<file path="config.mk">
export PLATFORM = sky130hd
export DESIGN_NAME = axi_lite_line_writer
export DESIGN_NICKNAME = d
export VERILOG_FILES = /design/src/rtl/axi_lite_pkg.sv /design/src/rtl/axi_lite_line_writer.sv
export SDC_FILE = /design/constraint.sdc
export NUM_CORES = 1
export LEC_CHECK = 0
export ABC_AREA = 1
export BUFFER_PORTS_ARGS = -buffer_cell sky130_fd_sc_hd__buf_2
export CAP_MARGIN = 25
export CORE_AREA = 2 2 243 245
export CTS_CLUSTER_SIZE = 25
export DETAILED_ROUTE_END_ITERATION = 10
export DIE_AREA = 0 0 245 247
export PLACE_DENSITY_LB_ADDON = 0.15
export RECOVER_POWER = 100
export SETUP_SLACK_MARGIN = 0.2
export SYNTH_ARGS = -nofsm -noshare
export SYNTH_HDL_FRONTEND = slang
export SYNTH_SLANG_ARGS = --single-unit
</file>
<file path="constraint.sdc">
create_clock -name i_clk -period 51.5 [get_ports i_clk]
set_clock_uncertainty 0.05 [all_clocks]
set_input_delay 5.15 -clock i_clk [delete_from_list [all_inputs] [get_ports i_clk]]
set_output_delay 5.15 -clock i_clk [all_outputs]
set_load 0.02 [all_outputs]
</file>
<file path="src/rtl/axi_lite_pkg.sv">
// Shared AXI4-Lite constants and the line-writer state encoding.
// Latency: n/a (declarations only).
// Backpressure: n/a.
package axi_lite_pkg;

   // Write/read response codes
   localparam logic [1:0] OKAY   = 2'b00;
   localparam logic [1:0] EXOKAY = 2'b01;
   localparam logic [1:0] SLVERR = 2'b10;
   localparam logic [1:0] DECERR = 2'b11;

   // Unprivileged, secure, data access
   localparam logic [2:0] AXI_PROT = 3'b000;

   // Line writer control states
   typedef enum logic [1:0] {
      IDLE      = 2'd0,
      ADDR_DATA = 2'd1,
      RESP      = 2'd2,
      DONE      = 2'd3
   } wr_state_t;

endpackage

</file>
<file path="src/rtl/axi_lite_line_writer.sv">
// Writes one captured cache line to memory as LINE_WORDS single-beat AXI4-Lite writes.
// Latency: 2 cycles per beat with an always-ready slave; done pulses 2*LINE_WORDS+1 cycles after start.
// Backpressure: AW and W each hold until their own ready; B is awaited for as long as the slave needs.
module axi_lite_line_writer
   import axi_lite_pkg::*;
#(
   parameter int ADDR_WIDTH = 32,
   parameter int DATA_WIDTH = 32,
   parameter int LINE_WORDS = 16
) (
   input  logic                             i_clk,
   input  logic                             i_arst,
   input  logic                             i_start,
   input  logic [ADDR_WIDTH-1:0]            i_base_addr,
   input  logic [LINE_WORDS*DATA_WIDTH-1:0] i_line_data,
   output logic                             o_busy,
   output logic                             o_done,
   output logic                             o_error,
   output logic [ADDR_WIDTH-1:0]            o_awaddr,
   output logic [2:0]                       o_awprot,
   output logic                             o_awvalid,
   input  logic                             i_awready,
   output logic [DATA_WIDTH-1:0]            o_wdata,
   output logic [DATA_WIDTH/8-1:0]          o_wstrb,
   output logic                             o_wvalid,
   input  logic                             i_wready,
   input  logic [1:0]                       i_bresp,
   input  logic                             i_bvalid,
   output logic                             o_bready
);

   localparam int BEAT_W = $clog2(LINE_WORDS);
   localparam int OFF_W  = $clog2(LINE_WORDS * DATA_WIDTH / 8);
   // Clears the byte offset within the line so the first beat lands on the line boundary
   localparam logic [ADDR_WIDTH-1:0] ALIGN_MASK = ~ADDR_WIDTH'((64'd1 << OFF_W) - 64'd1);
   localparam logic [ADDR_WIDTH-1:0] ADDR_STEP  = ADDR_WIDTH'(DATA_WIDTH / 8);
   localparam logic [BEAT_W-1:0]     LAST_BEAT  = BEAT_W'(LINE_WORDS - 1);

   wr_state_t             state_q;
   wr_state_t             state_d;
   logic [BEAT_W-1:0]     beat_q;
   logic [BEAT_W-1:0]     beat_inc;
   logic [ADDR_WIDTH-1:0] addr_q;
   logic [DATA_WIDTH-1:0] line_q [LINE_WORDS];
   logic [DATA_WIDTH-1:0] wdata_q;
   logic                  awvalid_q;
   logic                  wvalid_q;
   logic                  aw_done_q;
   logic                  w_done_q;
   logic                  error_q;
   logic                  aw_hs;
   logic                  w_hs;
   logic                  b_hs;

   assign beat_inc = beat_q + 1'b1;

   // State register; reset abandons any line in flight
   always_ff @(posedge i_clk or posedge i_arst) begin
      if (i_arst) begin
         state_q <= IDLE;
      end else begin
         state_q <= state_d;
      end
   end

   // Next-state and handshake decode; valids come from flops so no ready reaches a valid
   always_comb begin
      state_d  = state_q;
      aw_hs    = awvalid_q & i_awready;
      w_hs     = wvalid_q & i_wready;
      b_hs     = 1'b0;
      o_bready = 1'b0;
      case (state_q)
         IDLE: begin
            if (i_start) begin
               state_d = ADDR_DATA;
            end
         end
         ADDR_DATA: begin
            // AW and W may complete on the same edge or on different edges in either order
            if ((aw_done_q | aw_hs) & (w_done_q | w_hs)) begin
               state_d = RESP;
            end
         end
         RESP: begin
            o_bready = 1'b1;
            b_hs     = i_bvalid;
            if (i_bvalid) begin
               state_d = (beat_q == LAST_BEAT) ? DONE : ADDR_DATA;
            end
         end
         DONE: begin
            state_d = IDLE;
         end
         default: begin
            state_d = IDLE;
         end
      endcase
   end

   // Line capture, beat advance, channel valids and sticky error
   always_ff @(posedge i_clk or posedge i_arst) begin
      if (i_arst) begin
         beat_q    <= '0;
         addr_q    <= '0;
         wdata_q   <= '0;
         awvalid_q <= 1'b0;
         wvalid_q  <= 1'b0;
         aw_done_q <= 1'b0;
         w_done_q  <= 1'b0;
         error_q   <= 1'b0;
         for (int k = 0; k < LINE_WORDS; k++) begin
            line_q[k] <= '0;
         end
      end else begin
         case (state_q)
            IDLE: begin
               if (i_start) begin
                  for (int k = 0; k < LINE_WORDS; k++) begin
                     line_q[k] <= i_line_data[k*DATA_WIDTH +: DATA_WIDTH];
                  end
                  beat_q    <= '0;
                  addr_q    <= i_base_addr & ALIGN_MASK;
                  wdata_q   <= i_line_data[DATA_WIDTH-1:0];
                  error_q   <= 1'b0;
                  awvalid_q <= 1'b1;
                  wvalid_q  <= 1'b1;
                  aw_done_q <= 1'b0;
                  w_done_q  <= 1'b0;
               end
            end
            ADDR_DATA: begin
               if (aw_hs) begin
                  awvalid_q <= 1'b0;
                  aw_done_q <= 1'b1;
               end
               if (w_hs) begin
                  wvalid_q <= 1'b0;
                  w_done_q <= 1'b1;
               end
            end
            RESP: begin
               if (b_hs) begin
                  // Errors are recorded but never cut the line short
                  if (i_bresp != OKAY) begin
                     error_q <= 1'b1;
                  end
                  if (beat_q != LAST_BEAT) begin
                     beat_q    <= beat_inc;
                     addr_q    <= addr_q + ADDR_STEP;
                     wdata_q   <= line_q[beat_inc];
                     awvalid_q <= 1'b1;
                     wvalid_q  <= 1'b1;
                     aw_done_q <= 1'b0;
                     w_done_q  <= 1'b0;
                  end
               end
            end
            default: begin
            end
         endcase
      end
   end

   assign o_busy    = (state_q != IDLE);
   assign o_done    = (state_q == DONE);
   assign o_error   = error_q;
   assign o_awaddr  = addr_q;
   assign o_awprot  = AXI_PROT;
   assign o_awvalid = awvalid_q;
   assign o_wdata   = wdata_q;
   assign o_wstrb   = '1;
   assign o_wvalid  = wvalid_q;

endmodule

</file>
# Yosys cells after proc, flatten, opt, wreduce, memory -nomap -nowiden
# Index checks and enable logic that the tools add are counted.
dict set report op_classes {
  add_sub_neg 2
  n_lt_le_gt_ge 1
  n_eq_ne 13
  n_mux 39
  n_bitwise 6
  n_reduce_logical 11
}
# operator n
set ops {}
lappend ops {{32-bit two-way mux} 8}
lappend ops {{32-bit binary-select mux with 4-bit select} 1}
lappend ops {{32-bit case mux with 2 select lines} 2}
lappend ops {{32-bit by 3-bit adder with 32-bit output, second input constant} 1}
lappend ops {{2-bit != test, second input constant} 8}
lappend ops {{1-bit two-way mux} 14}
lappend ops {{4-bit two-way mux} 3}
lappend ops {{1-bit case mux with 3 select lines} 4}
lappend ops {{5-bit AND reduction} 2}
lappend ops {{2-bit two-way mux} 4}
lappend ops {{2-bit case mux with 4 select lines} 1}
lappend ops {{4-bit case mux with 2 select lines} 1}
lappend ops {{4-bit AND reduction} 2}
lappend ops {{2-bit nonzero test} 3}
lappend ops {{5-bit greater-or-equal comparator, second input constant} 1}
lappend ops {{4-bit NOT with 5-bit output} 1}
lappend ops {{4-bit by 1-bit adder with 4-bit output, second input constant} 1}
lappend ops {{2-bit equality test, second input constant} 2}
lappend ops {{4-bit equality test, second input constant} 1}
lappend ops {{4-bit != test, second input constant} 1}
lappend ops {{1-bit AND} 3}
lappend ops {{3-bit AND reduction} 1}
lappend ops {{3-bit nonzero test} 1}
lappend ops {{2-bit by 1-bit equality test with 1-bit output, second input constant} 1}
lappend ops {{4 further kinds} 5}
dict set report word_totals {
  register_bits 587
  out_inout_bits 77
  word_cells 97
}

# Logic depth before layout (Yosys ltp)
dict set report depth {
  ltp_word 8
  depth_mapped 12
  mapped_depth_nobuf 11
}

# Worst setup path before layout
# OpenSTA, ideal clock, no wires.
dict set report synth_timing {
  kind {register -> output}
  startpoint {register state_q[0]}
  endpoint {output o_bready}
  t_arrival_ps 1150
  required_time_ps 46300
  slack_ps 45150
  path_stages_with_launch 7
  path_buffers 3
  cell_sequence {dfrtp_1 > inv_2 > nand2_1 > buf_4 > inv_2 > buf_2 > buf_2}
}
dict set report synth_via {
  elab_chain_len 2
}
# element line
set synth_rtl {}
lappend synth_rtl {{start: declaration} axi_lite_line_writer.sv:39} ;# wr_state_t state_q;
lappend synth_rtl {{start signal: assignment} axi_lite_line_writer.sv:62} ;# state_q <= state_d;
lappend synth_rtl {{2-bit equality test} axi_lite_line_writer.sv:73} ;# case (state_q)
lappend synth_rtl {{1-bit two-way mux} axi_lite_line_writer.sv:73}
lappend synth_rtl {{end: declaration} axi_lite_line_writer.sv:29} ;# output logic o_bready
# Every way passes these cells.

==> metrics <==
status finished, violations left; failing checks capacitance limit, slew limit; post-CTS sizing 0; Post-DP HPWL approximately 69 mm; Largest stage delay, worst path between 5 and 6 ns; total wire length 103 mm; Initial DRC Count 2707; Crit path arrival time roughly 14 ns; root buffer cell clkbuf_16; Post-Place Worst Slack 43.29 ns; Post-synth EDFFs 0; share of cells above drive strength 1 between 15 and 20%; first-pass GRT wire length 153 mm; die width 245 um; via count 27700; Placed Instance Area 0.0317 sq mm; sequential area share after synthesis 51.5%; Final Hold Fails 0; Synth area leaders dfrtp_1 (51%), nand2_1 (31%), nand3_1 (7.8%), buf_2 (2.8%), nor2_1 (1.2%); Final #Nets 4997; Routed Antenna Nets 0; cell area after layout 0.0337 sq mm; Post-Syn Area 0.0285 sq mm; GRT overflow 0; Worst slew margin -446%; post-synthesis xor/xnor area fraction less than 1%; largest net degree at the start of global routing roughly 170; element type at the critical path start input pin; # DRC 0; post-synth top area share between 50 and 60%; fin. max-slew vios 1299; setup bufs post-CTS 0; max-cap viol count 16; clk sinks 585; Fillers 5729; PnR worst setup slack 36.40 ns; count of TritonRoute iterations in the first routing pass 5; Most used DFF post-synth dfrtp_1; pwr dens 64.6 mW/mm^2; DR vias/cell 5.25; global routing usage on met2 51.9%; CTS tree yes; simple-gate share of the synthesized area 41.0%; hold slack 0.419 ns; synthesized area per cell 7.16 sq um; initial antenna violation count 20; RSZ-0062 raised after global routing no; area grow syn2layout 18.4%; core footprint 0.0582 sq mm; adder-cell share of the synthesized area less than 1%; cts hold-fix bufs 0; Gate Count Post-Synth 3974; met3 GRT Util 5.71%; Final Setup Violations 0; Synth Register Bits 585; most instantiated library cell after synthesis nand2_1; Ys Warns 0; Yosys cell types 32; I/O pins 629; fin util 57.8%; die area between 0.06 and 0.07 sq mm; crit path max-delay cell type clkbuf_1; endpoint type of the worst setup path async pin; main combinational cell family by area after synthesis simple AND/OR/NAND/NOR gates; register clock-pin slew on the reported worst setup and hold paths 0.06 ns; Max VDD drop 0.0000485 V; initial core utilization 48.9%; Worst EP required between 50 and 60 ns; CP max FO 158; CTS max path bufs 3; complex-gate fraction of the synthesized area 2.04%; Fin Setup TNS 0 ns; Yosys top cell by area dfrtp_1; Num CTS Buffers 67; Crit Path Category input pin to async pin; H-tree Lvls 3; mux cell area share after synthesis 0%; All-Layer GR Usage 33.4%; Clock Latency Late Sink 0.61 ns; top cells by instance count after synthesis nand2_1 (2377), dfrtp_1 (585), nand3_1 (441), buf_2 (159), nor2_1 (93); GRT busiest layer met2; Highest Clock Rate about 0.066 GHz; Die H 247 um; gpl congestion 0.921; crit path cell chain buf_2, clkinvlp_2, clkbuf_1; wire per inst 19.4 um; worst slew pin tran 8.18 ns; met1 usage 46.4%; leakage power 18.4 nW; final worst path period need 15.10 ns; Post-synth ARST share 100%; # rows 89; IO buf count 613; crit share post-route 29.3%; vias in the first global route 25600; Hold Path Class flop to flop
## worst paths after layout
| check | startpoint | end | slack [ns] | cells after the start |
|---|---|---|---|---|
| max | i_arst | line_q[106]$_DFFE_PP0P_ | 36.40 | 3 |
| min | line_q[426]$_DFFE_PP0P_ | line_q[426]$_DFFE_PP0P_ | 0.42 | 2 |
| max reg2reg | state_q[0]$_DFFE_PP0P_ | line_q[503]$_DFFE_PP0P_ | 40.59 | 7 |
| min reg2reg | line_q[426]$_DFFE_PP0P_ | line_q[426]$_DFFE_PP0P_ | 0.42 | 2 |
| max in group i_clk | i_start | line_q[503]$_DFFE_PP0P_ | 36.58 | 7 |
| min in group asynchronous | i_arst | line_q[187]$_DFFE_PP0P_ | 5.76 | 2 |
## state kept, by name, summed over array words and instances (netlist names), 2 cells and up
register / cells
state_q: 2
beat_q: 4
o_wdata: 32
line_q: 512
o_awaddr: 30
## final cells by class
type / instances / area [sq um] / share of cell area (%)
Timing Repair Buffer: 646 / 3190 / 9.46
Multi-Input combinational cell: 3064 / 12400 / 36.7
Tap cell: 773 / 967 / 2.87
Sequential cell: 585 / 14600 / 43.5
Antenna cell: 16 / 40.0 / 0.119
Clock inverter: 18 / 179 / 0.531
Inverter: 79 / 312 / 0.925
Clock buffer: 100 / 1990 / 5.92
## cell families (layout without fill, tap and decap cells)
kind of cell / Yosys count / after routing
fa+ha+maj: 2 / 2
xor+xnor: 3 / 3
compound gates: 111 / 111
buf+inv: 332 / 843
flops: 585 / 585
simple gates: 2939 / 2939
other cells: 2 / 25
## per-stage QoR
step | instances | power [W]
2_1_floorplan | 3981 | 0.00140
3_3_place_gp | 5144 | 0.00167
4_1_cts | 5264 | 0.00217
5_1_grt | 5276 | 0.00234
3_5_place_dp | 5146 | 0.00169
6_report | 5281 | 0.00218
## where the power goes
| group | leakage, nW | internal [W] | switching [W] | total, W |
|---|---|---|---|---|
| Combinational | 10.0 | 0.000285 | 0.000611 | 0.000896 |
| Sequential | 7.27 | 0.000676 | 0.000129 | 0.000805 |
| Clock | 1.07 | 0.000278 | 0.000196 | 0.000475 |
| Total | 18.4 | 0.00124 | 0.000937 | 0.00218 |
## critical path: cells and delay by family
| kind | cells | cell delay, ns |
|---|---|---|
| buffers and inverters | 3 | 8.29 |
## per-layer routing
| metal | vias up | routed length, um | part of all wire, % |
|---|---|---|---|
| met4 | 14 | 4420 | 4.3 |
| li1 | 13300 | - | - |
| met3 | 196 | 7420 | 7.2 |
| met1 | 13200 | 43100 | 42 |
| met2 | 1082 | 47500 | 46 |
| met5 | - | 92 | 0.090 |
## cell usage in the layout, fill, tap and decap left out, types with 17 or more instances in the layout
cell / count
a21oi_1: 48
nand3_1: 441
clkbuf_16: 69
nand2_1: 2375
buf_4: 17
nor2_1: 96
clkbuf_1: 98
o21ai_0: 50
dfrtp_1: 584
inv_1: 72
buf_2: 546
Note: power is estimated with default switching activity, not from simulation.
